$ cat src/rtl/fetch_pkg.sv
// Shared types and constants for the instruction fetch controller.
package fetch_pkg;

    localparam int IMEM_AW = 7;

    typedef enum logic [1:0] {
        FETCH  = 2'd0,
        HALTED = 2'd1,
        ERROR  = 2'd2
    } fetch_state_t;

    typedef struct packed {
        logic [31:0] pc;
        logic [31:0] instr;
    } fetch_entry_t;

    function automatic logic is_aligned(input logic [31:0] addr);
        return addr[1:0] == 2'b00;
    endfunction

endpackage

$ cat src/rtl/fetch_if.sv
// Bundle of the fetch unit's memory, core-control and decode-side signals.
interface fetch_if import fetch_pkg::*; ();

    logic [IMEM_AW-1:0] imem_addr;
    logic [31:0]        imem_instr;
    logic               redirect_valid;
    logic [31:0]        redirect_pc;
    logic               halt;
    logic               out_valid;
    logic               out_ready;
    logic [31:0]        out_instr;
    logic [31:0]        out_pc;
    logic               misaligned;

    modport master (
        output imem_addr, out_valid, out_instr, out_pc, misaligned,
        input  imem_instr, redirect_valid, redirect_pc, halt, out_ready
    );

    modport slave (
        input  imem_addr, out_valid, out_instr, out_pc, misaligned,
        output imem_instr, redirect_valid, redirect_pc, halt, out_ready
    );

endinterface

$ cat src/rtl/fetch_queue.sv
// Prefetch FIFO of {pc, instr} entries; flush wins over a same-cycle push.
module fetch_queue import fetch_pkg::*; #(
    parameter int  QDEPTH = 2,
    localparam int PW     = $clog2(QDEPTH),
    localparam int CW     = $clog2(QDEPTH + 1)
) (
    input  logic         clk,
    input  logic         rst_n,
    input  logic         push,
    input  fetch_entry_t push_entry,
    input  logic         pop,
    input  logic         flush,
    output fetch_entry_t head,
    output logic [CW-1:0] count,
    output logic         full,
    output logic         empty
);

    logic [PW-1:0] rd_ptr;
    logic [PW-1:0] wr_ptr;
    logic          push_ok;
    logic          pop_ok;
    fetch_entry_t  mem [QDEPTH];

    assign full    = (count == CW'(QDEPTH));
    assign empty   = (count == '0);
    assign pop_ok  = pop & ~empty;
    assign push_ok = push & (~full | pop_ok);
    assign head    = mem[rd_ptr];

    always_ff @(posedge clk or negedge rst_n) begin
        if (!rst_n) begin
            rd_ptr <= '0;
            wr_ptr <= '0;
            count  <= '0;
        end else if (flush) begin
            rd_ptr <= '0;
            wr_ptr <= '0;
            count  <= '0;
        end else begin
            if (push_ok) wr_ptr <= wr_ptr + PW'(1);
            if (pop_ok)  rd_ptr <= rd_ptr + PW'(1);
            case ({push_ok, pop_ok})
                2'b10:   count <= count + CW'(1);
                2'b01:   count <= count - CW'(1);
                default: count <= count;
            endcase
        end
    end

    // Storage carries data only, so it is left out of reset.
    always_ff @(posedge clk) begin
        if (push_ok && !flush) mem[wr_ptr] <= push_entry;
    end

endmodule

$ cat src/rtl/fetch_unit.sv
// Instruction fetch controller: owns the PC, sequences instruction memory
// and feeds decode through a small prefetch queue.
module fetch_unit import fetch_pkg::*; #(
    parameter logic [31:0] RESET_PC = 32'h0000_0000,
    parameter int          QDEPTH   = 2
) (
    input  logic     clk,
    input  logic     rst_n,
    fetch_if.master  bus
);

    localparam int CW = $clog2(QDEPTH + 1);

    fetch_state_t  state;
    logic [31:0]   pc;
    logic          misaligned_q;
    logic          pop;
    logic          push;
    logic          space;
    fetch_entry_t  q_head;
    logic [CW-1:0] q_count;
    logic          q_full;
    logic          q_empty;

    assign pop   = ~q_empty & bus.out_ready;
    assign space = (int'(q_count) < QDEPTH) | (q_full & pop);
    assign push  = (state == FETCH) & ~bus.halt & ~bus.redirect_valid & space;

    fetch_queue #(.QDEPTH(QDEPTH)) u_queue (
        .clk        (clk),
        .rst_n      (rst_n),
        .push       (push),
        .push_entry ('{pc: pc, instr: bus.imem_instr}),
        .pop        (pop),
        .flush      (bus.redirect_valid),
        .head       (q_head),
        .count      (q_count),
        .full       (q_full),
        .empty      (q_empty)
    );

    // A redirect overrides every state; a misaligned target leaves pc untouched.
    always_ff @(posedge clk or negedge rst_n) begin
        if (!rst_n) begin
            state        <= FETCH;
            pc           <= RESET_PC;
            misaligned_q <= 1'b0;
        end else if (bus.redirect_valid) begin
            if (is_aligned(bus.redirect_pc)) begin
                pc           <= bus.redirect_pc;
                state        <= bus.halt ? HALTED : FETCH;
                misaligned_q <= 1'b0;
            end else begin
                state        <= ERROR;
                misaligned_q <= 1'b1;
            end
        end else begin
            case (state)
                FETCH: begin
                    if (bus.halt)  state <= HALTED;
                    else if (push) pc    <= pc + 32'd4;
                end
                HALTED: begin
                    if (!bus.halt) state <= FETCH;
                end
                ERROR: state <= ERROR;
                default: begin
                    state        <= FETCH;
                    misaligned_q <= 1'b0;
                end
            endcase
        end
    end

    assign bus.imem_addr  = pc[IMEM_AW+1:2];
    assign bus.out_valid  = ~q_empty;
    assign bus.out_instr  = q_empty ? 32'h0 : q_head.instr;
    assign bus.out_pc     = q_empty ? 32'h0 : q_head.pc;
    assign bus.misaligned = misaligned_q;

endmodule

$ cat src/flat_wrapper.sv
// flat-port wrapper written by rule: the top's interface ports become plain ports
module fetch_unit_flat import fetch_pkg::*;
#(
    parameter logic [31:0] RESET_PC = 32'h0000_0000,
    parameter int          QDEPTH   = 2
)
  (clk, rst_n, bus_imem_addr, bus_out_valid, bus_out_instr, bus_out_pc, bus_misaligned, bus_imem_instr, bus_redirect_valid, bus_redirect_pc, bus_halt, bus_out_ready);
  fetch_if bus_i ();
  input  logic clk;
  input  logic rst_n;
  output wire logic [$bits(bus_i.imem_addr)-1:0] bus_imem_addr;
  output wire logic [$bits(bus_i.out_valid)-1:0] bus_out_valid;
  output wire logic [$bits(bus_i.out_instr)-1:0] bus_out_instr;
  output wire logic [$bits(bus_i.out_pc)-1:0] bus_out_pc;
  output wire logic [$bits(bus_i.misaligned)-1:0] bus_misaligned;
  input wire logic [$bits(bus_i.imem_instr)-1:0] bus_imem_instr;
  input wire logic [$bits(bus_i.redirect_valid)-1:0] bus_redirect_valid;
  input wire logic [$bits(bus_i.redirect_pc)-1:0] bus_redirect_pc;
  input wire logic [$bits(bus_i.halt)-1:0] bus_halt;
  input wire logic [$bits(bus_i.out_ready)-1:0] bus_out_ready;
  assign bus_imem_addr = bus_i.imem_addr;
  assign bus_out_valid = bus_i.out_valid;
  assign bus_out_instr = bus_i.out_instr;
  assign bus_out_pc = bus_i.out_pc;
  assign bus_misaligned = bus_i.misaligned;
  assign bus_i.imem_instr = bus_imem_instr;
  assign bus_i.redirect_valid = bus_redirect_valid;
  assign bus_i.redirect_pc = bus_redirect_pc;
  assign bus_i.halt = bus_halt;
  assign bus_i.out_ready = bus_out_ready;
  fetch_unit #(.RESET_PC(RESET_PC), .QDEPTH(QDEPTH)) u_core (.clk(clk), .rst_n(rst_n), .bus(bus_i));
endmodule
$ cat config.mk
export PLATFORM = sky130hd
export DESIGN_NAME = fetch_unit_flat
export DESIGN_NICKNAME = d
export VERILOG_FILES = /design/src/rtl/fetch_pkg.sv /design/src/rtl/fetch_if.sv /design/src/rtl/fetch_queue.sv /design/src/rtl/fetch_unit.sv /design/src/flat_wrapper.sv
export SDC_FILE = /design/constraint.sdc
export NUM_CORES = 1
export LEC_CHECK = 0
export BUFFER_PORTS_ARGS = -buffer_cell sky130_fd_sc_hd__buf_2
export CAP_MARGIN = 10
export CORE_ASPECT_RATIO = 1.4
export CORE_MARGIN = 5
export CORE_UTILIZATION = 59
export CTS_CLUSTER_SIZE = 20
export DETAILED_ROUTE_END_ITERATION = 10
export PLACE_DENSITY = 0.89
export SLEW_MARGIN = 10
export SYNTH_ARGS = -nofsm -noshare
export SYNTH_HDL_FRONTEND = slang
export SYNTH_SLANG_ARGS = --single-unit
export TNS_END_PERCENT = 20
$ cat constraint.sdc
create_clock -name clk -period 10.3 [get_ports clk]
set_clock_uncertainty 0.15 [all_clocks]
set_input_delay 1.03 -clock clk [delete_from_list [all_inputs] [get_ports clk]]
set_output_delay 1.03 -clock clk [all_outputs]
set_load 0.1 [all_outputs]
==> flow_metrics.tcl <==
set metrics [dict create \
    cts_made_buffers 17 \
    floorplan.initialDensity_pct 60.3 \
    grt.total_usage_pct 22.3 \
    grt_max_degree 66 \
    met3_usage_pct 4.58 \
    grt_remaining_overflow 0 \
    sink_count 167 \
    final_layout_size_suffix_gt1_share_pct 28.3 \
    fp.dieW_um 103 \
    ctsHoldBuffers 0 \
    detail_route.first_pass.iterations 7 \
    dpl.cell_count 804 \
    post_synth_edffs 128 \
    met2_usage_pct 39.9 \
    groute.layer.met1.usage_pct 25.5 \
    postSynthRegisterBits 167 \
    finalWeightedCongestion 0.901 \
    most_frequently_used_flop_master_after_synthesis "sky130_fd_sc_hd__edfxtp_1" \
    routed_wl_um 16300 \
    io_buffers 141 \
    worst-endpoint-arrival_ns 2.70 \
    holdCritPathClass "reg2reg" \
    drt_drc_violations_left 0 \
    synth.cell_area_um2 7160 \
    average_cell_area_after_synthesis_um2 13.1 \
    total_leakage_power_nw 3.24 \
    root_buffer "sky130_fd_sc_hd__clkbuf_16" \
    layout.cells.non_filler 836 \
    clk_pin_slew_ns 0.07 \
    outcome "completed" \
    crit_path_end_kind "primary output" \
    post_drt_wl_per_cell_um 19.5 \
    worst_hold_startpoint "u_core.pc[0]" \
    clk_latency_ns 0.42 \
    via_count 5063 \
    number_of_global_route_vias_before_repair 4958 \
    report.final.slew_viol_count 0 \
    flow.area_growth_from_synthesis_pct 19.8 \
    regToRegEndpoint "u_core.pc[26]" \
    power.density_cell_area_nw_per_um2 208 \
    reg2regPathDepth 6 \
    period_share_pct 37.7 \
    worstSetupStartpointType "flop" \
    final.fill_count 767 \
    timing.max_cap.violations 0 \
    nNetsFinal 746 \
    route.antenna.remaining_nets 0 \
    critical_path.max_fanout 65 \
    hold_end "u_core.u_queue.mem[0][32]" \
    synth_warnings 0 \
    commonest_cells_after_routing_fill_and_taps_aside "sky130_fd_sc_hd__buf_2, sky130_fd_sc_hd__edfxtp_1, sky130_fd_sc_hd__nor2_1, sky130_fd_sc_hd__mux2i_1, sky130_fd_sc_hd__dfrtp_1" \
    clock_tree.htree_level_count 4 \
    timing.critical_path.required_ns 9.12 \
    final_common_cell "sky130_fd_sc_hd__buf_2" \
    worstHoldPathCells 0 \
    rsz0062_at_grt "no" \
    timing.setup.critical_path_class "reg2out" \
    die_area_um2 14500 \
    starting_drc_count_in_detailed_routing 561 \
    post_synth_net_total 617 \
    setup.reg_to_reg.worst_slack_ns 7.57 \
    report.final.setup_viol 0 \
    tritoncts "built" \
    synth_cells 547 \
    asyncSetResetFlopFracSynth_pct 23.4 \
    irDropWorstVdd_v 0.000139 \
    post-cts-setup-buffer-count 0 \
    grt_pass1_wl_um 24800 \
    die-height_um 140 \
    clock_path_buffers 2 \
    vias_per_cell 6.06 \
    fin_worst_hold_slack_ns 0.330 \
    antennaDiodeCount 0 \
    global_route_hottest_layer "met2" \
    final_hold_violation_count 0 \
    max_freq_mhz 258 \
    worst_slew_pin_slew_ns 1.12 \
    setup_tns_ns 0 \
    place.detailed.hpwl_um 10700 \
    postCtsResizedCells 0 \
    synth_sequential_area_ratio_pct 67.3 \
    r2r_start "u_core.pc[2]" \
    rows 47 \
    antenna_found_initial 0 \
    core_area_um2 11900 \
    io_pins 142 \
    period_minus_slack_ns 3.88 \
    netlist-cell-type-count 54 \
    tightest_slew_margin_relative_to_the_limit_pct 25.5 \
]
sequential cells by signal, summed over array words and instances (netlist names):
register               count
u_core.u_queue.count       2
u_core.bus.misaligned      1
u_core.u_queue.mem       128
u_core.pc                 32
u_core.state               2
u_core.u_queue.rd_ptr      1
u_core.u_queue.wr_ptr      1
worst max-delay path, stage by stage (launching register included):
cell and delay [ns]:
sky130_fd_sc_hd__dfrtp_4 0.39, sky130_fd_sc_hd__buf_4 0.80, sky130_fd_sc_hd__mux2i_1 0.33, sky130_fd_sc_hd__nor2_1 0.22
sky130_fd_sc_hd__buf_2 0.46
worst max path at each step:
stage	start	to	slack (ns)	depth (start not counted)
after CTS	u_core.u_queue.rd_ptr	bus_out_pc[10]	6.43	4
after global routing	u_core.u_queue.rd_ptr	bus_out_pc[10]	6.38	4
after detailed placement	bus_redirect_valid	u_core.pc[8]	6.44	6
after floorplan	bus_redirect_valid	u_core.u_queue.mem[0][0]	5.40	3
final	u_core.u_queue.rd_ptr	bus_out_pc[10]	6.42	4
after global placement	bus_redirect_valid	u_core.pc[27]	6.60	6
cell type report:
type / count / area [µm²] / area share [%]
Inverter: 6 / 22.5 / 0.263
Multi-Input combinational cell: 339 / 2170 / 25.3
Clock buffer: 18 / 429 / 5.01
Timing Repair Buffer: 145 / 736 / 8.58
Tap cell: 147 / 184 / 2.15
Sequential cell: 167 / 4820 / 56.3
Clock inverter: 14 / 213 / 2.48
logic make-up after synthesis:
family	Yosys count	share of synthesized area, %
AOI/OAI and AO/OA	103	9.09
xor gates and xnor gates	1	0.122
adders and majority gates	1	0.175
buffers and inverters	41	2.64
DFF	167	67.3
muxes	67	9.37
and+or+nand+nor	167	11.3
synthesized netlist by cell type, types with 4 or more instances:
library cell,instances,area share [%]
sky130_fd_sc_hd__inv_1,5,0.26
sky130_fd_sc_hd__o22ai_1,4,0.35
sky130_fd_sc_hd__nand2_1,23,1.2
sky130_fd_sc_hd__buf_1,13,0.68
sky130_fd_sc_hd__nor2_1,91,4.8
sky130_fd_sc_hd__clkbuf_1,10,0.52
sky130_fd_sc_hd__nor3_1,6,0.42
sky130_fd_sc_hd__dfrtp_1,39,14
sky130_fd_sc_hd__or3_1,5,0.44
sky130_fd_sc_hd__a311oi_1,4,0.49
sky130_fd_sc_hd__edfxtp_1,128,54
sky130_fd_sc_hd__buf_2,4,0.28
sky130_fd_sc_hd__nand3_1,10,0.70
sky130_fd_sc_hd__o21ai_0,31,2.2
sky130_fd_sc_hd__nand4_1,9,0.79
sky130_fd_sc_hd__nor4_1,5,0.44
sky130_fd_sc_hd__mux2i_1,67,9.4
sky130_fd_sc_hd__buf_4,8,0.84
sky130_fd_sc_hd__a21oi_1,35,2.4
per-stage QoR:
| step | worst slack, ns | cell area [µm²] | power, mW | utilization [%] |
|---|---|---|---|---|
| final | 6.42 | 8570 | 1.79 | 72.2 |
| after CTS | 6.43 | 8570 | 1.79 | 72.2 |
| after detailed placement | 6.44 | 7930 | 1.12 | 66.8 |
| after global routing | 6.38 | 8570 | 1.84 | 72.2 |
| after global placement | 6.60 | 7930 | 1.10 | 66.8 |
| after floorplan | 5.40 | 7160 | 1.05 | - |
metal layers:
metal	routed length, µm	vias up
met5	0	-
met2	8870	255
li1	-	2294
met3	1190	34
met1	5850	2480
met4	416	0
power breakdown:
group | total (mW) | switching [mW] | internal [mW]
Combinational | 0.264 | 0.203 | 0.0608
Sequential | 0.847 | 0.0629 | 0.784
Clock | 0.676 | 0.264 | 0.413
Total | 1.79 | 0.529 | 1.26
Note: power is estimated with default switching activity, not from simulation.
